===== config.mk =====
export PLATFORM = sky130hd
export DESIGN_NAME = mem_arbiter
export DESIGN_NICKNAME = d
export VERILOG_FILES = /design/src/rtl/mem_arbiter.sv
export SDC_FILE = /design/constraint.sdc
export NUM_CORES = 1
export LEC_CHECK = 0
export CAP_MARGIN = 20
export CORE_MARGIN = 4
export CORE_UTILIZATION = 60
export CTS_CLUSTER_DIAMETER = 50
export DETAILED_ROUTE_END_ITERATION = 8
export DONT_BUFFER_PORTS = 1
export HOLD_SLACK_MARGIN = 0.12
export PLACE_DENSITY_LB_ADDON = 0.2
export SLEW_MARGIN = 20
export SYNTH_ARGS = -nofsm -noshare
export SYNTH_HDL_FRONTEND = slang
export SYNTH_SLANG_ARGS = --single-unit

===== constraint.sdc =====
create_clock -name clk -period 4 [get_ports clk]
set_clock_uncertainty 0.15 [all_clocks]
set_input_delay 0.4 -clock clk [delete_from_list [all_inputs] [get_ports clk]]
set_output_delay 0.4 -clock clk [all_outputs]
set_load 0.01 [all_outputs]

===== src/rtl/mem_arbiter.sv =====
// mem_arbiter: sequences loader, video and CPU accesses onto one sram port with starvation bound and timeout watchdog
module mem_arbiter #(
   parameter int STARVE_MAX = 4,
   parameter int TIMEOUT    = 255
) (
   input  logic        clk,
   input  logic        reset,
   input  logic        ld_req,
   input  logic [24:0] ld_addr,
   input  logic [7:0]  ld_data,
   output logic        ld_ack,
   input  logic        vid_req,
   input  logic [24:0] vid_addr,
   output logic        vid_ack,
   input  logic        cpu_req,
   input  logic        cpu_we,
   input  logic [24:0] cpu_addr,
   input  logic [7:0]  cpu_data,
   output logic        cpu_ack,
   output logic [7:0]  rd_data,
   output logic [24:0] mem_addr,
   output logic [7:0]  mem_din,
   output logic        mem_we,
   output logic        mem_rd,
   input  logic [7:0]  mem_dout,
   input  logic        mem_ready,
   output logic        busy,
   output logic        timeout_err
);
   typedef enum logic [1:0] {IDLE, ISSUE, WAIT, DONE} state_t;
   typedef enum logic [1:0] {OWN_LD, OWN_VID, OWN_CPU} owner_t;
   state_t      state, state_nx;
   owner_t      owner;
   logic        dir_we;
   logic [7:0]  timer;
   logic [2:0]  starve_cnt;
   logic        any_req, cpu_win, vid_win;
   always_comb begin
      any_req  = ld_req | vid_req | cpu_req;
      cpu_win  = !ld_req && cpu_req && (!vid_req || starve_cnt == 3'(STARVE_MAX));
      vid_win  = !ld_req && vid_req && !cpu_win;
      state_nx = state;
      case (state)
         IDLE:    state_nx = any_req ? ISSUE : IDLE;
         ISSUE:   state_nx = WAIT;
         WAIT:    state_nx = (mem_ready || timer == 8'd0) ? DONE : WAIT;
         default: state_nx = IDLE;
      endcase
      busy    = state != IDLE;
      mem_we  = state == ISSUE && dir_we;
      mem_rd  = state == ISSUE && !dir_we;
      ld_ack  = state == DONE && owner == OWN_LD;
      vid_ack = state == DONE && owner == OWN_VID;
      cpu_ack = state == DONE && owner == OWN_CPU;
   end
   always_ff @(posedge clk) begin
      if (reset) begin
         state       <= IDLE;
         owner       <= OWN_LD;
         dir_we      <= 1'b0;
         timer       <= 8'd0;
         starve_cnt  <= 3'd0;
         mem_addr    <= 25'd0;
         mem_din     <= 8'd0;
         rd_data     <= 8'd0;
         timeout_err <= 1'b0;
      end else begin
         state <= state_nx;
         if (state == IDLE) begin
            // the starvation count only grows while the CPU is actually waiting behind video
            if (!cpu_req || cpu_win)
               starve_cnt <= 3'd0;
            else if (vid_win && starve_cnt != 3'(STARVE_MAX))
               starve_cnt <= starve_cnt + 3'd1;
            if (any_req) begin
               owner    <= ld_req ? OWN_LD : cpu_win ? OWN_CPU : OWN_VID;
               dir_we   <= ld_req || (cpu_win && cpu_we);
               mem_addr <= ld_req ? ld_addr : cpu_win ? cpu_addr : vid_addr;
               mem_din  <= ld_req ? ld_data : cpu_win ? cpu_data : 8'h00;
            end
         end
         if (state == ISSUE)
            timer <= 8'(TIMEOUT);
         if (state == WAIT) begin
            if (mem_ready) begin
               if (!dir_we)
                  rd_data <= mem_dout;
            end else if (timer == 8'd0) begin
               timeout_err <= 1'b1;
               if (!dir_we)
                  rd_data <= 8'hFF;
            end else
               timer <= timer - 8'd1;
         end
      end
   end
endmodule


## After elaboration in Yosys (flattened, before gate mapping)

Index checks and enable logic that the tools add are counted.

| word-level totals | value |
|---|---|
| register bits | 58 |
| word-level logic and storage cells | 71 |

| cells by class | value |
|---|---|
| add/sub/neg operators | 2 |
| equality and inequality tests | 7 |
| multiplexer cells | 19 |
| bitwise logic cells | 4 |
| reduce and logical (&&, ||, !) cells | 30 |

Operators with widths:

| kind | count |
|---|---|
| $mux W8 | 10 |
| $mux W25 | 2 |
| $logic_and A1 B1 Y1 | 11 |
| $logic_not A8 Y1 | 1 |
| $sub A8 B1 Y8 const B | 1 |
| $eq A2 B2 Y1 const B | 3 |
| $mux W3 | 2 |
| $pmux W2 S3 | 1 |
| $reduce_and A3 Y1 | 2 |
| $reduce_bool A2 Y1 | 3 |
| $logic_not A1 Y1 | 5 |
| $eq A2 B1 Y1 const B | 2 |
| $logic_not A2 Y1 | 2 |
| $logic_or A1 B1 Y1 | 4 |
| $mux W2 | 2 |
| $reduce_and A2 Y1 | 2 |
| $add A3 B1 Y3 const B | 1 |
| $eq A3 B3 Y1 const B | 1 |
| $ne A3 B3 Y1 const B | 1 |
| $mux W1 | 2 |
| $not A1 Y1 | 2 |
| $or A1 B1 Y1 | 2 |

## Depth between registers and ports, before layout

| logic depth | value |
|---|---|
| depth after elaboration | 8 |
| depth in mapped cells | 8 |
| depth with buffers taken out | 6 |

## Worst setup path before layout

OpenSTA, ideal clock, no wires.

| path | value |
|---|---|
| path type | reg2reg |
| start | register starve_cnt[0] |
| end | register mem_addr[4] |
| arrival time | 1.484 ns |
| data required time | 3.707 ns |
| slack | 2.224 ns |
| stages on the path, launching flop included | 9 |
| path buffers | 2 |
| period minus slack after synthesis | 1.776 ns |
| path through | dfxtp_1 > inv_1 > ha_1 > a21bo_2 > buf_6 > buf_6 > a31o_2 > a21oi_2 > o41ai_2 |

| between the ends | value |
|---|---|
| word-level cells in the longest chain between the ends | 5 |

Ends and longest elaborated chain:

| what | RTL line | RTL |
|---|---|---|
| start: declaration | 36 | `logic [2:0] starve_cnt;` |
| start signal: assignment | 74 | `starve_cnt <= starve_cnt + 3'd1;` |
| $eq A3 B3 Y1 | 40 | `cpu_win = !ld_req && cpu_req && (!vid_req \|\| starve_cnt == 3'(STARVE_MAX));` |
| $logic_or A1 B1 Y1 | 40 |  |
| $logic_and A1 B1 Y1 | 40 |  |
| $mux W25 (2 in a row) | 78 | `mem_addr <= ld_req ? ld_addr : cpu_win ? cpu_addr : vid_addr;` |
| end signal: assignment | 78 |  |
| end: declaration | 21 | `output logic [24:0] mem_addr,` |

Every way passes these cells.
A chain may end at the register's enable or synchronous reset.

## Final worst setup path

| path | value |
|---|---|
| start | register state[0] |
| end | register mem_addr[7] |

| between the ends | value |
|---|---|
| word-level cells in the longest chain between the ends | 2 |

Ends and longest elaborated chain:

| what | RTL line | RTL |
|---|---|---|
| start: declaration | 32 | `state_t state, state_nx;` |
| start signal: assignment | 68 | `state <= state_nx;` |
| $logic_not A2 Y1 | 69 | `if (state == IDLE) begin` |
| $reduce_and A2 Y1 (no line) | - |  |

Every way passes these cells.

==> metrics <==
Vias=around 2,700; vias in the first global route=2,657; pwr dens=about 640 nW/um^2; vias per std cell=6.46; Core Region=around 5500 um^2; Die Footprint=roughly 7000 um^2; Synth area leaders=dfxtp_1 (34%), o41ai_2 (9.5%), nand3b_1 (6.1%), a31o_2 (5.9%), nor2b_1 (4.9%); Max Cap Violations=0; Port Buffers=0; Die Span X=around 84 um; Seq/Total Area, Yosys=between 30% and 40%; share of post-route cells with drive strength above 1=between 20% and 30%; Reg clk slew, reported paths=approximately 0.070 ns; H-tree depth=3; DP HPWL=between 5000 and 6000 um; Clock Root Buffer=clkbuf_8; mux contribution to synthesized area=less than 1%; initial antenna violation count=0; largest net degree at the start of global routing=76; DRC viols=0; setup bufs post-CTS=0; Synth Cell Area=3430 um^2; Synth Area per Inst=9.48 um^2; startpoint type of the worst setup path=flop; GRT overflow=0; Ys Warns=0; Initial Util=around 62%; Gates resized, CTS repair=0; Yosys cell types=between 40 and 50; top cell type's share of synthesized area=33.8%; die height=83.6 um; Inserted Clock Buffers=9; post-route cell area=3640 um^2; Leakage Power=~1.4 nW; Final period util=53.3%; worst-skew pair later-pin latency=roughly 0.33 ns; clock sinks=58; area share of fa/ha/maj cells after synthesis=under 10%; final WL=between 8000 and 9000 um; #FFs+latches synth=58; top_reg_cell synth=dfxtp_1; Placed Instances=around 400; most frequent cells in the layout=dfxtp_1 (58), nor2_1 (30), nand3b_1 (28); Post-Syn Instances=362; RSZ-0062 raised after global routing=false; number of flops mapped to enable cells by yosys=0; First-pass DRT Iterations=4; Layout area overhead=5.98%; Worst R2R Setup Slack=approximately 1.9 ns; CP required=roughly 4 ns; Placed Area=3350 um^2; post-synthesis compound-gate area fraction=32.3%; deepest clock path buffer count=2; CTS tree=built; Avg WL per Cell=19.2 um; Arr. time, crit path=around 2.2 ns; crit-path max FO=33; Slew Limit Headroom=roughly 58%; ys async rst share=0%; number of nets in the layout=between 400 and 500; maximum vdd ir drop=374 uV; Rows=27; Post-Synth XOR/XNOR Area=0%; outcome=complete, no violations; setup violators final=0; crit end category=flop; Placer Congestion=0.769; Post-Syn Nets=477; HP Class=input pin to flop; # IOs=between 150 and 200; critical path class=flop to flop; DRT antenna net count=0; FMAX=about 470 MHz; actual slew at the worst max-slew pin=0.635 ns; Post-Layout Cell Count=around 420; Final Hold Vio Count=0; first-pass GRT wire length=13,100 um; # diodes=0; 1st-iter DRT viols=approximately 120; cell taking the most area after synthesis=dfxtp_1; final core occ=roughly two thirds; filler instances=485; GR Util All Layers=about 23%; largest family of logic cells by synthesized area=compound AO/OA/AOI/OAI gates; leading cell type in the layout, fill and taps excluded=dfxtp_1; post-synthesis simple-gate area fraction=23.7%; Setup TNS Final=0 ns; Slew Limit Fails=0; fin crit period=between 2 and 2.5 ns
cell usage after synthesis (2+ instances only):
library cell	count
nor2b_1	27
buf_4	3
buf_6	5
and3b_1	2
a21oi_2	11
nor3b_2	2
a31oi_1	4
buf_2	5
nor3b_1	3
a21bo_2	2
a31o_1	2
nand3b_1	28
a211oi_1	4
o41ai_2	20
nor3_1	21
o41ai_1	5
nand2_1	7
nand3_1	3
mux2_1	2
inv_1	7
a21oi_1	23
ha_1	9
a31o_2	23
clkbuf_1	18
nor2_1	30
o21a_1	11
dfxtp_1	58
a221oi_1	8
critical path: stages, from the launching register on:
cell,delay (ns)
dfxtp_1,0.38
inv_1,0.09
ha_1,0.28
o31ai_4,0.17
buf_6,0.27
buf_4,0.41
nand3b_1,0.17
o41ai_2,0.08
report_power, final:
part	internal, W	switching (W)
Clock	0.000366	0.000227
Combinational	0.000332	0.000433
Sequential	0.000749	0.000206
Total	0.00145	0.000867
logic make-up (layout without fill, tap and decap cells):
logic type,after synthesis,count (layout)
AO/OA/AOI/OAI,120,120
flip-flops,58,58
adder cells (fa/ha/maj),9,9
multiplexers,2,2
AND/OR/NAND/NOR,133,133
buffers and inverters,40,30
routing by layer:
| layer | GRT usage (%) | share of wire [%] | vias up |
|---|---|---|---|
| met5 | 0 | 0 | - |
| met4 | 8.48 | 1.8 | 0 |
| met3 | 9.97 | 9.3 | 15 |
| met2 | 35.5 | 48 | 112 |
| li1 | - | - | 1328 |
| met1 | 27.8 | 41 | 1283 |
state kept, by name, summed over array words and instances (netlist names):
signal and count:
dir_we 1, mem_addr 25, mem_din 8, owner 2, rd_data 8, starve_cnt 3
state 2, timeout_err 1, timer 8
area by class of cell:
class | count | area, um^2 | share of cell area (%)
multi-input cells | 264 | 2050 | 56.5
repair buffers | 7 | 86.3 | 2.37
clock inverters | 5 | 77.6 | 2.13
well taps | 72 | 90.1 | 2.48
inverters | 7 | 26.3 | 0.722
clock buffers | 11 | 141 | 3.89
flip-flops and latches | 58 | 1160 | 31.9
metrics by stage:
step | power [W] | setup WS [ns] | hold slack [ns]
after detailed placement | 0.00172 | 1.86 | 0.311
after floorplan | 0.00160 | 2.22 | 0.299
final | 0.00231 | 1.87 | 0.134
after CTS | 0.00234 | 1.86 | 0.121
after global placement | 0.00167 | 1.58 | 0.303
after global routing | 0.00247 | 1.72 | 0.131
worst paths after layout:
| path | endpoint | from | cells after the start |
|---|---|---|---|
| max | mem_addr[7] | state[0] | 7 |
| max reg2reg | mem_addr[7] | state[0] | 7 |
| min reg2reg | starve_cnt[1] | starve_cnt[1] | 2 |
| min | mem_addr[13] | ld_addr[13] | 2 |
repair_timing:
item | CTS | global route
hold buffers | 5 | 0
setup endpoints to repair | 0 | 0
hold endpoints to repair | 58 | 0
Note: power is estimated with default switching activity, not from simulation.
